`src/rtl/dbg_wb_bridge.sv`:
```
// dbg_wb_bridge: byte-stream debug command bridge acting as a Wishbone master.
// 'W'+adr+data and 'R'+adr frames each run one single-beat classic bus cycle.
module dbg_wb_bridge #(
    parameter int unsigned TIMEOUT = 255
) (
    input  logic        wb_clk_i,
    input  logic        wb_rst_i,
    input  logic [7:0]  rx_data,
    input  logic        rx_valid,
    output logic        rx_ready,
    output logic [7:0]  tx_data,
    output logic        tx_valid,
    input  logic        tx_ready,
    output logic [31:0] wb_adr_o,
    output logic [31:0] wb_dat_o,
    output logic        wb_we_o,
    output logic [3:0]  wb_sel_o,
    output logic        wb_stb_o,
    output logic        wb_cyc_o,
    input  logic [31:0] wb_dat_i,
    input  logic        wb_ack_i
);

    localparam logic [7:0] OP_WR   = 8'h57;
    localparam logic [7:0] OP_RD   = 8'h52;
    localparam logic [7:0] RSP_OK  = 8'h4B;
    localparam logic [7:0] RSP_BAD = 8'h3F;
    localparam logic [7:0] RSP_TMO = 8'h54;

    typedef enum logic [2:0] {
        IDLE,
        ADDR,
        DATA,
        BUS,
        RESP
    } state_t;

    state_t      state;
    // Frame byte index while receiving, bytes still to send while responding.
    logic [1:0]  cnt;
    logic [31:0] tmo;
    logic [23:0] rd_rest;
    logic        rx_fire;
    logic        tx_fire;
    logic        tmo_hit;

    assign rx_fire  = rx_valid && rx_ready;
    assign tx_fire  = tx_valid && tx_ready;
    assign tmo_hit  = (TIMEOUT != 0) && ((tmo + 32'd1) == TIMEOUT);
    assign wb_sel_o = 4'hF;

    always_ff @(posedge wb_clk_i) begin
        if (!wb_rst_i) begin
            state    <= IDLE;
            cnt      <= 2'd0;
            tmo      <= 32'd0;
            rd_rest  <= 24'd0;
            rx_ready <= 1'b0;
            tx_valid <= 1'b0;
            tx_data  <= 8'h00;
            wb_cyc_o <= 1'b0;
            wb_stb_o <= 1'b0;
            wb_we_o  <= 1'b0;
            wb_adr_o <= 32'd0;
            wb_dat_o <= 32'd0;
        end else begin
            case (state)
                IDLE: begin
                    rx_ready <= 1'b1;
                    if (rx_fire) begin
                        cnt <= 2'd0;
                        if (rx_data == OP_WR || rx_data == OP_RD) begin
                            wb_we_o <= (rx_data == OP_WR);
                            state   <= ADDR;
                        end else begin
                            rx_ready <= 1'b0;
                            tx_valid <= 1'b1;
                            tx_data  <= RSP_BAD;
                            state    <= RESP;
                        end
                    end
                end
                ADDR: begin
                    if (rx_fire) begin
                        wb_adr_o <= {wb_adr_o[23:0], rx_data};
                        cnt      <= cnt + 2'd1;
                        if (cnt == 2'd3) begin
                            if (wb_we_o) begin
                                state <= DATA;
                            end else begin
                                rx_ready <= 1'b0;
                                wb_cyc_o <= 1'b1;
                                wb_stb_o <= 1'b1;
                                tmo      <= 32'd0;
                                state    <= BUS;
                            end
                        end
                    end
                end
                DATA: begin
                    if (rx_fire) begin
                        wb_dat_o <= {wb_dat_o[23:0], rx_data};
                        cnt      <= cnt + 2'd1;
                        if (cnt == 2'd3) begin
                            rx_ready <= 1'b0;
                            wb_cyc_o <= 1'b1;
                            wb_stb_o <= 1'b1;
                            tmo      <= 32'd0;
                            state    <= BUS;
                        end
                    end
                end
                BUS: begin
                    // Ack is checked first so it wins over a coincident timeout.
                    if (wb_ack_i) begin
                        wb_cyc_o <= 1'b0;
                        wb_stb_o <= 1'b0;
                        tx_valid <= 1'b1;
                        state    <= RESP;
                        if (wb_we_o) begin
                            tx_data <= RSP_OK;
                            cnt     <= 2'd0;
                        end else begin
                            tx_data <= wb_dat_i[31:24];
                            rd_rest <= wb_dat_i[23:0];
                            cnt     <= 2'd3;
                        end
                    end else if (tmo_hit) begin
                        wb_cyc_o <= 1'b0;
                        wb_stb_o <= 1'b0;
                        tx_valid <= 1'b1;
                        tx_data  <= RSP_TMO;
                        cnt      <= 2'd0;
                        state    <= RESP;
                    end else begin
                        tmo <= tmo + 32'd1;
                    end
                end
                RESP: begin
                    if (tx_fire) begin
                        if (cnt == 2'd0) begin
                            tx_valid <= 1'b0;
                            rx_ready <= 1'b1;
                            state    <= IDLE;
                        end else begin
                            cnt     <= cnt - 2'd1;
                            tx_data <= rd_rest[23:16];
                            rd_rest <= {rd_rest[15:0], 8'h00};
                        end
                    end
                end
                default: begin
                    state <= IDLE;
                end
            endcase
        end
    end

endmodule

```
`config.mk`:
```
export PLATFORM = sky130hd
export DESIGN_NAME = dbg_wb_bridge
export DESIGN_NICKNAME = d
export VERILOG_FILES = /design/src/rtl/dbg_wb_bridge.sv
export SDC_FILE = /design/constraint.sdc
export NUM_CORES = 1
export LEC_CHECK = 0
export ABC_AREA = 0
export BUFFER_PORTS_ARGS = -buffer_cell sky130_fd_sc_hd__buf_2
export CAP_MARGIN = 30
export CORE_MARGIN = 1.5
export CORE_UTILIZATION = 60
export CTS_CLUSTER_SIZE = 30
export DETAILED_ROUTE_END_ITERATION = 6
export MAX_ROUTING_LAYER = met4
export PLACE_DENSITY = 0.82
export SYNTH_ARGS = -nofsm -noshare
export SYNTH_HDL_FRONTEND = slang
export SYNTH_SLANG_ARGS = --single-unit
```
`constraint.sdc`:
```
create_clock -name wb_clk_i -period 7.68 [get_ports wb_clk_i]
set_input_delay 0.768 -clock wb_clk_i [delete_from_list [all_inputs] [get_ports wb_clk_i]]
set_output_delay 0.768 -clock wb_clk_i [all_outputs]
set_load 0.01 [all_outputs]
```
==> impl_metrics.csv <==
group,metric,value,unit
critical_path,endpoint_kind,"register",
critical_path,required,8.04,ns
critical_path,worstPathArrival,3.72,ns
yosys,synth_warnings,0,
route,ant_nets,0,
placed_design,dpl.cell_count,1059,
route,wirelength,16.7,mm
final_layout,n_antenna_cell,0,
yosys,synth_area_leader_cell,"dfxtp_1",
global_route,grt_max_degree,98,
yosys,synth_seq_area_share,40.4,%
die,ios,126,
yosys,yosysMostFrequentCell,"nand2_1",
die,die_height,109,µm
final_layout,syn_to_final_growth,15.0,%
power_and_ir_drop,comb_power_share,5.6,%
status,status,"finished clean",
power_and_ir_drop,p_leak,0.00322,µW
worst_hold_path,hold_start,"wb_dat_o[26]",
sta,worstMarginPinSlew,1.01,ns
critical_path,critical-path-top-cell-by-count,"nand4_1",
sta,rsz0062_at_grt,"false",
yosys,async_flop_share,0,%
clocking,insertion_delay,0.42,ns
critical_path,slowest_stage,"a21boi_2",
critical_path,crit_family,"simple AND/OR/NAND/NOR gates",
die,rows,38,
die,die_area,12000,µm²
yosys,avgSynthCellArea,7.86,µm²
power_and_ir_drop,swShare,23.9,%
sta,finalSetupTns,0,ns
global_route,grt_pass1_wl,26.6,mm
yosys,synth_edf_count,0,
die,die_w,109,µm
critical_path,crit_fanout,12,
sta,max_freq,298,MHz
die,floorplan.initialDensity,62.0,%
power_and_ir_drop,pwr-share-seq,47.4,%
yosys,synth.area.top_cells,"dfxtp_1 (40%), nand2_1 (12%), a21oi_1 (6.1%)",
critical_path,startpoint_type,"register",
clocking,postCtsHoldBufs,0,
global_route,antenna_found_initial,0,
yosys,ys_top_cells_by_count,"nand2_1 (214), dfxtp_1 (137), a21oi_1 (83)",
clocking,cts_tree,"built",
critical_path,crit_chain,"ha_1, nand3_4, nor3_4, nand4_1, a211oi_1, and4_1, nand4_1, a21boi_2, o221a_2",
worst_hold_path,min_path_type,"register to register",
critical_path,setup.worst_path.start,"tmo[0]",
clocking,cts_made_buffers,17,
yosys,synth_top_area_share,40.4,%
global_route,grt_pass1_vias,5596,
power_and_ir_drop,vdd_drop_max,0.169,mV
placed_design,dpl.hpwl,11.1,mm
yosys,ys_ff_latch,137,
clocking,postCtsSetupBuffers,0,
die,coreArea,10900,µm²
route,via_count,6390,
placed_design,post_dp_cell_area,7280,µm²
sta,hold_viol_final,0,
placed_design,place.port_buffers,121,
route,wl_per_cell,15.3,µm
final_layout,final_area,7800,µm²
power_and_ir_drop,intPower,1170,µW
sta,final.period_utilization,43.7,%
route,drtIter0Drc,497,
clocking,htreeDepth,4,
yosys,synth_ff_type,"dfxtp_1",
clocking,cts_resized,0,
route,drt-pass1-iter-count,5,
final_layout,stdcell_count,1089,
sta,period_needed,3.36,ns
clocking,clk_pin_slew,0.06,ns
final_layout,drive_gt1_share,19.1,%
sta,slew_headroom,32.6,%
route,avgViaCountPerCell,5.87,
yosys,syn_area,6780,µm²
global_route,grt_overflow,0,
sta,setup_violations,0,
power_and_ir_drop,clockPowerShare,47.0,%
clocking,clockBufferDepth,2,
critical_path,critPathBufInv,0,
critical_path,path_class,"register to register",
final_layout,layout.nets,985,
flow_run,maxCapViolations,0,
final_layout,fill_cells,891,
route,drc_errors,0,
critical_path,max_stage_delay,0.55,ns
sta,drv_slew,0,
clocking,clock_sinks,137,
placed_design,place_congestion,0.932,
power_and_ir_drop,switching_power,368,µW
critical_path,rr_startpoint,"tmo[0]",
yosys,ys_types,71,
yosys,netlist_instances,863,
power_and_ir_drop,power.density,197,nW/µm²
sta,fin_skew,0.00685,ns
global_route,track_usage,28.7,%
clocking,cts_root_buf,"clkbuf_16",
## cells by family (layout without fill, tap and decap cells)
group	count (synthesis)	count (layout)	synth area share, %
simple gates	417	417	29.9
compound gates	195	195	19.4
flops	137	137	40.4
buf+inv	78	161	5.35
xor+xnor	22	22	2.84
mux	11	11	1.62
fa+ha+maj	2	2	0.369
other cells	1	4	0.0553
## flip-flops by register name, indices dropped and copies added, names as in the netlist, 2 cells and up
| signal | count |
|---|---|
| state | 3 |
| cnt | 2 |
| rd_rest | 24 |
| tx_data | 8 |
| tmo | 32 |
| wb_adr_o | 32 |
| wb_dat_o | 32 |
## power groups by stage
| stage | Combinational, µW | Sequential, µW | Clock, µW |
|---|---|---|---|
| global route | 95.3 | 731 | 760 |
| floorplan | 57.2 | 745 | 0 |
| CTS | 86.7 | 729 | 729 |
| finish | 86.8 | 730 | 724 |
| global placement | 85.6 | 745 | 0 |
| detailed placement | 86.3 | 745 | 0 |
## area by class of cell
class	count	area, µm²	share of cell area, %
clock buffer	20	447	5.72
clock inverter	10	73.8	0.946
inverter	5	18.8	0.241
multi-input combinational	651	3700	47.5
sequential	137	2740	35.2
tap	140	175	2.25
timing repair buffer	126	643	8.24
## through the flow
stage | hold slack [ns] | setup slack (ns) | power [µW] | util, %
after detailed placement | 0.446 | 4.42 | 831 | 66.6
after global routing | 0.473 | 3.99 | 1590 | 71.4
after CTS | 0.454 | 4.39 | 1550 | 71.4
after global placement | 0.441 | 4.52 | 830 | 66.6
after floorplan | 0.455 | 5.12 | 802 | -
final | 0.453 | 4.32 | 1540 | 71.4
## cell usage in the layout (no fill, tap or decap), drive strengths merged, types with 3 or more instances in the layout
cell type	count
mux2i	11
clkinv	6
o21ai	21
and4	8
nor4	8
xnor2	11
and2	6
inv	7
or3	13
nor2b	4
nand2b	5
a311oi	17
a21oi	84
a22oi	11
o22a	3
o221a	4
and3	18
buf	126
o21a	3
nor2	65
nand2	214
nor3	27
dfxtp	137
a211o	10
xor2	11
a211oi	3
nand4	21
nand3	17
o211ai	5
o2bb2ai	6
conb	4
clkbuf	20
nor3b	3
a21o	9
## tightest hold or removal path, cell delays in order (launching register included)
cell     delay [ns]
dfxtp_1        0.31
nand2_1        0.05
a21oi_1        0.05
## per-layer routing
layer / vias up / wire [µm] / track usage, %
met3: 31 / 932 / 7.05
met1: 2982 / 7180 / 36.2
li1: 3176 / - / -
met5: - / 0 / -
met2: 201 / 8260 / 45.3
met4: 0 / 308 / 9.55
## final timing paths
kind / endpoint / slack [ns] / cells past startpoint
worst min register to register: wb_dat_o[26] / 0.45 / 2
worst max-delay path: tx_data[5] / 4.32 / 9
worst min-delay path: wb_dat_o[26] / 0.45 / 2
worst max register to register: tx_data[5] / 4.32 / 9
Power figures use the tool's default switching activity.
